`config.mk`:
```
export PLATFORM = sky130hd
export DESIGN_NAME = rr_arb16_ctrl_flat
export DESIGN_NICKNAME = d
export VERILOG_FILES = /design/src/rtl/rr_arb16_ctrl_pkg.sv /design/src/rtl/rr_arb16_ctrl_if.sv /design/src/rtl/onehot16_to_bin.sv /design/src/rtl/rr_arb16_ctrl.sv /design/src/flat_wrapper.sv
export SDC_FILE = /design/constraint.sdc
export NUM_CORES = 1
export LEC_CHECK = 0
export ABC_AREA = 1
export CAP_MARGIN = 20
export CELL_PAD_IN_SITES_DETAIL_PLACEMENT = 1
export CELL_PAD_IN_SITES_GLOBAL_PLACEMENT = 2
export CORE_ASPECT_RATIO = 0.75
export CORE_MARGIN = 2
export CORE_UTILIZATION = 28
export DETAILED_ROUTE_END_ITERATION = 7
export HOLD_SLACK_MARGIN = 0.03
export PLACE_DENSITY = 0.87
export SLEW_MARGIN = 20
export SYNTH_ARGS = -nofsm -noshare
export SYNTH_HDL_FRONTEND = slang
export SYNTH_HIERARCHICAL = 1
export SYNTH_SLANG_ARGS = --single-unit
```
`constraint.sdc`:
```
create_clock -name clk -period 4.7 [get_ports clk]
set_input_delay 0.47 -clock clk [delete_from_list [all_inputs] [get_ports clk]]
set_output_delay 0.47 -clock clk [all_outputs]
set_load 0.005 [all_outputs]
```
`src/rtl/rr_arb16_ctrl_pkg.sv`:
```
// arb16_pkg: shared constants, FSM state type and a lowest-set-bit helper
// for the 16-way round-robin arbiter (rr_arb16_ctrl).
package arb16_pkg;
  localparam int N_REQ = 16;
  localparam int IDX_W = 4;

  typedef enum logic {
    IDLE  = 1'b0,
    GRANT = 1'b1
  } state_e;

  // Isolates the lowest set bit of v (two's-complement trick); 0 if v == 0.
  function automatic logic [N_REQ-1:0] lowest_set(input logic [N_REQ-1:0] v);
    return v & (~v + N_REQ'(1));
  endfunction
endpackage

```
`src/rtl/rr_arb16_ctrl_if.sv`:
```
// rr_arb16_ctrl_if: request/grant bundle of the 16-way arbiter.
//   enable, req, done           : requester side -> arbiter
//   gnt, gnt_bin, gnt_valid,
//   timeout                     : arbiter -> requester side
// modport master = requester/testbench side, slave = arbiter side.
interface rr_arb16_ctrl_if;
  import arb16_pkg::*;

  logic              enable;
  logic [N_REQ-1:0]  req;
  logic              done;
  logic [N_REQ-1:0]  gnt;
  logic [IDX_W-1:0]  gnt_bin;
  logic              gnt_valid;
  logic              timeout;

  modport master (
    output enable, req, done,
    input  gnt, gnt_bin, gnt_valid, timeout
  );

  modport slave (
    input  enable, req, done,
    output gnt, gnt_bin, gnt_valid, timeout
  );
endinterface

```
`src/rtl/onehot16_to_bin.sv`:
```
// onehot16_to_bin: combinational one-hot to binary index encoder.
//   onehot_i : 16-bit one-hot vector
//   en_i     : when low the index is forced to 0
//   idx_o    : 4-bit index of the set bit
module onehot16_to_bin
  import arb16_pkg::*;
(
  input  logic [N_REQ-1:0] onehot_i,
  input  logic             en_i,
  output logic [IDX_W-1:0] idx_o
);

  // OR of the indices of all set bits; exact for a one-hot input.
  always_comb begin
    idx_o = '0;
    if (en_i) begin
      for (int i = 0; i < N_REQ; i++) begin
        if (onehot_i[i]) idx_o = idx_o | IDX_W'(i);
      end
    end
  end

endmodule

```
`src/rtl/rr_arb16_ctrl.sv`:
```
// rr_arb16_ctrl: 16-requester round-robin arbiter, non-preemptive.
//   clk       : clock, rising edge
//   reset     : synchronous active-high reset
//   bus       : rr_arb16_ctrl_if.slave
//     enable  : allow new grants
//     req     : level request lines
//     done    : release strobe from the grant holder
//     gnt     : registered one-hot grant
//     gnt_bin : index of gnt bit, 0 when idle
//     gnt_valid : gnt != 0
//     timeout : one-cycle pulse on forced release
// Optional macro ARB16_TIMEOUT_EN adds an 8-bit hold counter that forces a
// release after TIMEOUT_CYCLES grant cycles; without it timeout is tied 0.
module rr_arb16_ctrl
  import arb16_pkg::*;
#(
  parameter int TIMEOUT_CYCLES = 16
) (
  input logic              clk,
  input logic              reset,
  rr_arb16_ctrl_if.slave   bus
);

  if (TIMEOUT_CYCLES < 2 || TIMEOUT_CYCLES > 255) begin : g_bad_timeout
    $error("rr_arb16_ctrl: TIMEOUT_CYCLES must be in 2..255");
  end

  state_e            state_q;
  logic [IDX_W-1:0]  ptr_q;
  logic [N_REQ-1:0]  gnt_q;
  logic              gnt_valid_q;
  logic [IDX_W-1:0]  gnt_bin;

  logic [N_REQ-1:0]  mask;
  logic [N_REQ-1:0]  req_m;
  logic [N_REQ-1:0]  gnt_d;
  logic [IDX_W-1:0]  ptr_d;
  logic              rel_norm;
  logic              to_hit;
  logic              rel_d;

`ifdef ARB16_TIMEOUT_EN
  logic [7:0]        cnt_q;
  logic              timeout_q;
`endif

  onehot16_to_bin u_enc (
    .onehot_i (gnt_q),
    .en_i     (gnt_valid_q),
    .idx_o    (gnt_bin)
  );

  // Round-robin pick: lowest request at/above ptr, else wrap to the lowest
  // request overall.
  always_comb begin
    mask  = ~((N_REQ'(1) << ptr_q) - N_REQ'(1));
    req_m = bus.req & mask;
    gnt_d = (req_m != '0) ? lowest_set(req_m) : lowest_set(bus.req);
    // 4-bit add wraps 15 -> 0 on its own.
    ptr_d = gnt_bin + IDX_W'(1);
  end

  always_comb begin
    rel_norm = bus.done | ~bus.req[gnt_bin];
`ifdef ARB16_TIMEOUT_EN
    to_hit   = (cnt_q == 8'(TIMEOUT_CYCLES - 1));
`else
    to_hit   = 1'b0;
`endif
    rel_d    = rel_norm | to_hit;
  end

  always_ff @(posedge clk) begin
    if (reset) begin
      state_q     <= IDLE;
      ptr_q       <= '0;
      gnt_q       <= '0;
      gnt_valid_q <= 1'b0;
`ifdef ARB16_TIMEOUT_EN
      cnt_q       <= '0;
      timeout_q   <= 1'b0;
`endif
    end else begin
`ifdef ARB16_TIMEOUT_EN
      timeout_q <= 1'b0;
`endif
      case (state_q)
        IDLE: begin
          if (bus.enable && (bus.req != '0)) begin
            state_q     <= GRANT;
            gnt_q       <= gnt_d;
            gnt_valid_q <= 1'b1;
`ifdef ARB16_TIMEOUT_EN
            cnt_q       <= '0;
`endif
          end
        end
        GRANT: begin
          // Release always wins over new requests; re-arbitration happens
          // in the IDLE cycle that follows, using the updated ptr.
          if (rel_d) begin
            state_q     <= IDLE;
            gnt_q       <= '0;
            gnt_valid_q <= 1'b0;
            ptr_q       <= ptr_d;
`ifdef ARB16_TIMEOUT_EN
            timeout_q   <= ~rel_norm;
`endif
          end
`ifdef ARB16_TIMEOUT_EN
          else begin
            cnt_q <= cnt_q + 8'd1;
          end
`endif
        end
        default: state_q <= IDLE;
      endcase
    end
  end

  assign bus.gnt       = gnt_q;
  assign bus.gnt_bin   = gnt_bin;
  assign bus.gnt_valid = gnt_valid_q;
`ifdef ARB16_TIMEOUT_EN
  assign bus.timeout   = timeout_q;
`else
  assign bus.timeout   = 1'b0;
`endif

endmodule

```
`src/flat_wrapper.sv`:
```
// flat-port wrapper written by rule: the top's interface ports become plain ports
module rr_arb16_ctrl_flat import arb16_pkg::*;
#(
  parameter int TIMEOUT_CYCLES = 16
)
  (clk, reset, bus_enable, bus_req, bus_done, bus_gnt, bus_gnt_bin, bus_gnt_valid, bus_timeout);
  rr_arb16_ctrl_if bus_i ();
  input logic clk;
  input logic reset;
  input wire logic [$bits(bus_i.enable)-1:0] bus_enable;
  input wire logic [$bits(bus_i.req)-1:0] bus_req;
  input wire logic [$bits(bus_i.done)-1:0] bus_done;
  output wire logic [$bits(bus_i.gnt)-1:0] bus_gnt;
  output wire logic [$bits(bus_i.gnt_bin)-1:0] bus_gnt_bin;
  output wire logic [$bits(bus_i.gnt_valid)-1:0] bus_gnt_valid;
  output wire logic [$bits(bus_i.timeout)-1:0] bus_timeout;
  assign bus_i.enable = bus_enable;
  assign bus_i.req = bus_req;
  assign bus_i.done = bus_done;
  assign bus_gnt = bus_i.gnt;
  assign bus_gnt_bin = bus_i.gnt_bin;
  assign bus_gnt_valid = bus_i.gnt_valid;
  assign bus_timeout = bus_i.timeout;
  rr_arb16_ctrl #(.TIMEOUT_CYCLES(TIMEOUT_CYCLES)) u_core (.clk(clk), .reset(reset), .bus(bus_i));
endmodule
```
======== After elaboration in Yosys (flattened, before gate mapping) ========
Cells that the tools add are included.
W data, S select, Z words.
cells by class
  add/subtract/negate cells ............... 4
  multiply operators ...................... 0
  divide/modulo/power cells ............... 0
  magnitude comparators ................... 1
  equal/unequal tests ..................... 2
  shifts and indexed selects .............. 1
  mux-type cells .......................... 28
  bitwise operators ....................... 9
  reductions and logical operators ........ 5
operators with widths
  kind                     number
  $and A16 B16 Y16         3
  $mux W16                 3
  $not A16 Y16             3
  $mux W4                  9
  $add A16 B1 Y16 const B  2
  $pmux W16 S2             1
  $reduce_bool A16 Y1      2
  $shl A1 B4 Y16 const A   1
  $sub A16 B2 Y16 const B  1
  $mux W3                  4
  $mux W1                  6
  $lt A4 B5 Y1 const B     1
  $add A4 B1 Y4 const B    1
  $bmux W1 S4              1
  $mux W2                  2
  $pmux W1 S2              2
  $reduce_and A2 Y1        2
  $ne A2 B1 Y1 const B     1
  $ne A2 B2 Y1 const B     1
  $not A1 Y1               2
  $logic_and A1 B1 Y1      1
  $or A1 B1 Y1             1
word-level totals
  flip-flop bits (word level) ............. 22
  latch bits .............................. 0
  bits in writable memories ............... 0
  ROM bits ................................ 0
  word-level logic and storage cells ...... 54
  memories kept ........................... 0

======== Depth between registers and ports, before layout ========
  depth after elaboration ................. 22
  mapped depth ............................ 18

======== Cells and area by module ========
The synthesis kept the hierarchy.
by module, submodules not included
  module           times used  cells an instance  area an instance (um2)
  rr_arb16_ctrl    1           325                1939.4
  onehot16_to_bin  1           27                 103.8

======== Least setup slack after synthesis ========
No wires, ideal clock.
  path kind ............................... register to register
  from .................................... register u_core.ptr_q[3]
  to ...................................... register u_core.gnt_q[6], in the netlist u_core/bus.gnt[6]
  library setup time ...................... 0.067 ns
  arrival ................................. 2.022 ns
  setup slack ............................. 2.611 ns
  stages on the path, launching flop included .. 19
  path buffers ............................ 2
  clock period less this slack ............ 2.089 ns
  cell sequence ........................... dfxtp_1 -> buf_4 -> inv_4 -> nand2_2 -> nor2_2 -> inv_1 -> ha_1 -> inv_1 -> nand3_1 -> nand2_1 -> inv_1 -> nand2_1 -> nand3b_2 -> nor2_8 -> buf_6 -> nand3_1 -> nand2_1 -> nand2_1 -> a21oi_2
on the way
  cells in the longest elaborated chain, start to end .. 10
  elaborated cells between the ends (all ways) .. 11
  classes of those cells .................. add/sub: 2; shift: 1; mux: 3; bitwise: 4; reduce/logical: 1
RTL lines
  item                    line                     RTL
  from (decl)             rr_arb16_ctrl.sv:29      logic [IDX_W-1:0] ptr_q;
  from (signal assigned)  rr_arb16_ctrl.sv:105     ptr_q <= ptr_d;
  $shl A1 B4 Y16 *        rr_arb16_ctrl.sv:56      mask = ~((N_REQ'(1) << ptr_q) - N_REQ'(1));
  $sub A16 B2 Y16 *       rr_arb16_ctrl.sv:56
  $not A16 Y16 *          rr_arb16_ctrl.sv:56
  $and A16 B16 Y16 *      rr_arb16_ctrl.sv:57      req_m = bus.req & mask;
  $not A16 Y16            rr_arb16_ctrl_pkg.sv:14  return v & (~v + N_REQ'(1));
  $add A16 B1 Y16         rr_arb16_ctrl_pkg.sv:14
  $and A16 B16 Y16        rr_arb16_ctrl_pkg.sv:14
  $mux W16 *              rr_arb16_ctrl.sv:58      gnt_d = (req_m != '0) ? lowest_set(req_m) : lowest_set(bus.req);
  $mux W16 *              rr_arb16_ctrl.sv:89      if (bus.enable && (bus.req != '0)) begin
  $pmux W16 S2 *          rr_arb16_ctrl.sv:87      case (state_q)
  to (signal assigned)    rr_arb16_ctrl.sv:91      gnt_q <= gnt_d;
  to (decl)               rr_arb16_ctrl.sv:30      logic [N_REQ-1:0] gnt_q;
Every way passes the cells marked *; elsewhere a longest branch is shown, timed or not. The select of a mux whose other input is x is not followed.
A chain may end at the register's enable or synchronous reset.

======== Worst setup path in the final report ========
  from .................................... register u_core.ptr_q[3]
  to ...................................... register u_core.gnt_q[5], in the netlist u_core/bus.gnt[5]
The elaborated chain is that of the path after synthesis.

==> impl_metrics.csv <==
group,metric,value,unit
clock_tree,cts_repair_resize_count,0,
sta,layout_worst_path_cycle_share,62.5,%
route,drt_wl_total,7470,um
pwr,clkPwrFrac,25.5,%
route,detail-route-antenna-nets,0,
clock_tree,ctsHtreeMaxLevel,1,
pwr,switching_power,0.200,mW
pwr,p_leak,1.07,nW
pwr,p_comb_share,36.4,%
route,drt_pre_antenna_iters,4,
critical_path,critPathBufInv,3,
critical_path,worst_path_maximum_fanout,16,
flow_run,maxCapViolations,0,
synthesis,average_size_of_a_mapped_cell,5.80,um^2
sta,final_period_minus_worst_setup_slack,2.94,ns
die,number_of_ports_placed_on_the_die_boundary,42,
finish,finish.net_count,406,
sta,hold_viol,0,
die,chipWidth,103,um
finish,finalInstanceArea,2540,um^2
synthesis,postSynthRegisterBits,22,
pwr,worst_ir_drop_vdd,134,uV
sta,worst_slew_pin_slew,0.777,ns
clock_tree,clk_path_buf_depth,2,
clock_tree,insertion_delay,0.26,ns
global_routing,grt_remaining_overflow,0,
finish,antennaDiodeCount,0,
die,dieHeight,78.0,um
die,die_area,8000,um^2
synthesis,ys_types,34,
finish,syn2layout_area_growth,24.6,%
critical_path,timing.critical_path.slowest_cell_delay,0.56,ns
placed_design,place_area,2490,um^2
critical_path,worst-endpoint-required,4.88,ns
critical_path,library_cell_appearing_most_often_on_the_critical_path,"sky130_fd_sc_hd__nand3_1",
route,top_layer_used,"met4",
synthesis,synth-adder-area-share,1.22,%
critical_path,critPathSlowestCell,"sky130_fd_sc_hd__dfxtp_1",
critical_path,worstSetupEndpointType,"register",
route,route.detailed.vias_per_inst,4.92,
die,floorplan.initialDensity,29.5,%
clock_tree,cts.repair_timing.setup_buffer_count,0,
pwr,cell_internal_pwr,0.336,mW
pwr,power.total,0.536,mW
sta,fmax,340,MHz
synthesis,post_synth_xor_area_fraction,0.857,%
hold_path,worstHoldPathType,"reg -> reg",
sta,setup_viol,0,
die,floorplan.core_area,6930,um^2
synthesis,portion_of_the_post_synthesis_area_used_by_sequential_elements,21.6,%
critical_path,crit_type,"reg -> reg",
route,route.detailed.wl_per_inst,15.5,um
sta,max-slew-margin-rel,48.1,%
global_routing,grtUsageTotal,19.5,%
synthesis,yosys_warnings,6,
clock_tree,clock_sink_count,22,
pwr,sequential_cell_fraction_of_total_power,38.1,%
synthesis,synth_compound_gate_area_share,12.0,%
pwr,power.share.switching,37.4,%
synthesis,syn_inst,352,
route,met3_layer_wire_length_in_the_routed_design,314,um
synthesis,combinational_family_with_the_most_area_after_synthesis,"simple AND/OR/NAND/NOR gates",
global_routing,grt_antenna_before_repair,0,
die,floorplan.rows,26,
sta,maxSlewViolCount,0,
sta,finalSetupTns,0,ns
sta,grt_setup_unrepaired,"false",
route,met1_length,4020,um
outcome,outcome,"finished, final reports clean",
placed_design,dp.final_hpwl,6200,um
synthesis,yosys-mux-area-fraction,0,%
global_routing,grt_first_pass_wirelength,12200,um
critical_path,crit_chain,"inv_4 -> nand2_2 -> nor2_2 -> inv_1 -> ha_1 -> inv_1 -> a21oi_1 -> nand3_1 -> nand3_1 -> nand3_2 -> nor2_4 -> nand2_1 -> nand2_1 -> nand3_1 -> a21oi_1",
critical_path,ff2ff_path_depth,15,
clock_tree,numCtsBuffers,3,
synthesis,synth.net_count,374,
critical_path,crit_cells,15,
critical_path,crit_arrival,3.12,ns
pwr,p_per_area,211,nW/um^2
synthesis,synth.cell_area,2040,um^2
sta,fin_worst_skew,0.00331,ns
critical_path,timing.critical_path.max_delay_family,"simple AND/OR/NAND/NOR gates",
finish,drive_above_1_share,10.2,%
synthesis,async_reset_ff_share,0,%
synthesis,number_of_enable_flip_flop_cells_after_synthesis,0,
global_routing,grt_pass1_vias,2334,
placed_design,io_buffers,40,
synthesis,postSynth.topFlopCell,"sky130_fd_sc_hd__dfxtp_1",
hold_path,min_delay_path_depth,2,
route,route.detailed.drc,0,
clock_tree,clock_tree_from_tritoncts,"done",
route,wl_met2,3120,um
route,vias,2366,
clock_tree,path_clk_slew,0.08,ns
route,first_iter_violations,77,
global_routing,largest_net_degree_at_the_start_of_global_routing,26,
placed_design,gp_congestion,0.843,
clock_tree,cts_hold_repair.buffers,0,
synthesis,synth_simple_gate_area_share,52.8,%
critical_path,timing.critical_path.from_type,"register",
clock_tree,cts_root_cell,"sky130_fd_sc_hd__clkbuf_8",
-- worst min-delay path: stages, from the launching register on --
cell	delay, ns
sky130_fd_sc_hd__dfxtp_1	0.34
sky130_fd_sc_hd__inv_1	0.06
sky130_fd_sc_hd__a21oi_1	0.05
-- cell type report --
| class | instances | area, um^2 |
|---|---|---|
| Sequential cell | 22 | 440 |
| Multi-Input combinational cell | 277 | 1370 |
| Timing Repair Buffer | 40 | 400 |
| Fill cell | 952 | 4380 |
| Clock buffer | 4 | 55.1 |
| Inverter | 40 | 153 |
| Tap cell | 98 | 123 |
-- layer usage --
layer	global-route usage [%]	vias up
met3	3.60	2
li1	-	1215
met1	30.5	1105
met2	29.1	44
met4	0.400	0
met5	0	-
-- final timing paths --
kind / slack, ns / from / endpoint
max reg2reg: 1.76 / u_core/ptr_q[3]$_SDFFE_PP0P_ / u_core/bus.gnt[5]$_SDFFE_PP0P_
min: 0.49 / u_core/bus.gnt_valid$_SDFFE_PP0P_ / u_core/bus.gnt_valid$_SDFFE_PP0P_
min reg2reg: 0.49 / u_core/bus.gnt_valid$_SDFFE_PP0P_ / u_core/bus.gnt_valid$_SDFFE_PP0P_
max: 1.76 / u_core/ptr_q[3]$_SDFFE_PP0P_ / u_core/bus.gnt[5]$_SDFFE_PP0P_
-- sequential cells by signal, summed over array words and instances, names as in the netlist --
register,cells
u_core/bus.gnt,16
u_core/ptr_q,4
u_core/bus.gnt_valid,1
u_core/state_q,1
-- cells by family (layout without fill, tap and decap cells) --
kind of cell / count (synthesis) / after routing
compound gates: 46 / 46
other cells: 1 / 1
fa+ha+maj: 2 / 2
xor+xnor: 2 / 2
flops: 22 / 22
buf+inv: 53 / 84
simple gates: 226 / 226
-- Yosys cell counts, types with 2 or more instances --
library cell | instances | area share, %
sky130_fd_sc_hd__nand2_1 | 78 | 14
sky130_fd_sc_hd__nand3_1 | 58 | 14
sky130_fd_sc_hd__nor2_1 | 49 | 9.0
sky130_fd_sc_hd__inv_1 | 31 | 5.7
sky130_fd_sc_hd__a21oi_1 | 29 | 7.1
sky130_fd_sc_hd__dfxtp_1 | 22 | 22
sky130_fd_sc_hd__o21ai_0 | 10 | 2.4
sky130_fd_sc_hd__inv_2 | 8 | 1.5
sky130_fd_sc_hd__nand2_2 | 7 | 2.1
sky130_fd_sc_hd__nand4_1 | 7 | 2.1
sky130_fd_sc_hd__nand3_2 | 6 | 2.9
sky130_fd_sc_hd__buf_2 | 5 | 1.2
sky130_fd_sc_hd__nor3_1 | 4 | 0.98
sky130_fd_sc_hd__nor4_1 | 4 | 1.2
sky130_fd_sc_hd__nor2_2 | 3 | 0.92
sky130_fd_sc_hd__nor2_4 | 3 | 1.7
sky130_fd_sc_hd__o211ai_1 | 3 | 1.1
sky130_fd_sc_hd__a21oi_2 | 2 | 0.86
sky130_fd_sc_hd__buf_4 | 2 | 0.73
sky130_fd_sc_hd__buf_6 | 2 | 1.1
sky130_fd_sc_hd__clkbuf_1 | 2 | 0.37
sky130_fd_sc_hd__ha_1 | 2 | 1.2
sky130_fd_sc_hd__nand3b_1 | 2 | 0.73
sky130_fd_sc_hd__o21ai_1 | 2 | 0.49
sky130_fd_sc_hd__xor2_1 | 2 | 0.86
-- stage by stage --
step,worst slack [ns],cells,hold slack [ns],util [%]
4_1_cts,1.53,481,0.496,36.7
3_5_place_dp,1.55,477,0.478,35.9
2_1_floorplan,2.61,352,0.452,-
3_3_place_gp,1.69,477,0.467,35.9
6_report,1.76,481,0.490,36.7
5_1_grt,1.37,481,0.517,36.7
-- power by group through the flow --
| stage | Clock [mW] | Combinational (mW) | Sequential, mW |
|---|---|---|---|
| 2_1_floorplan | 0 | 0.130 | 0.205 |
| 3_3_place_gp | 0 | 0.191 | 0.209 |
| 3_5_place_dp | 0 | 0.195 | 0.209 |
| 4_1_cts | 0.141 | 0.196 | 0.205 |
| 5_1_grt | 0.152 | 0.219 | 0.206 |
| 6_report | 0.137 | 0.195 | 0.204 |
-- cell usage in the layout, fill, tap and decap left out, drive strengths merged --
cell,count
nand2,85
a21oi,31
clkdlybuf4s50,40
or2,1
o211ai,3
nor2,56
nor4,4
o21ai,12
dfxtp,22
nand3,64
nand4,7
conb,1
nand3b,3
and2,1
and3,1
xor2,2
clkbuf,4
ha,2
inv,40
nor3,4
(Power assumes the default switching activity.)
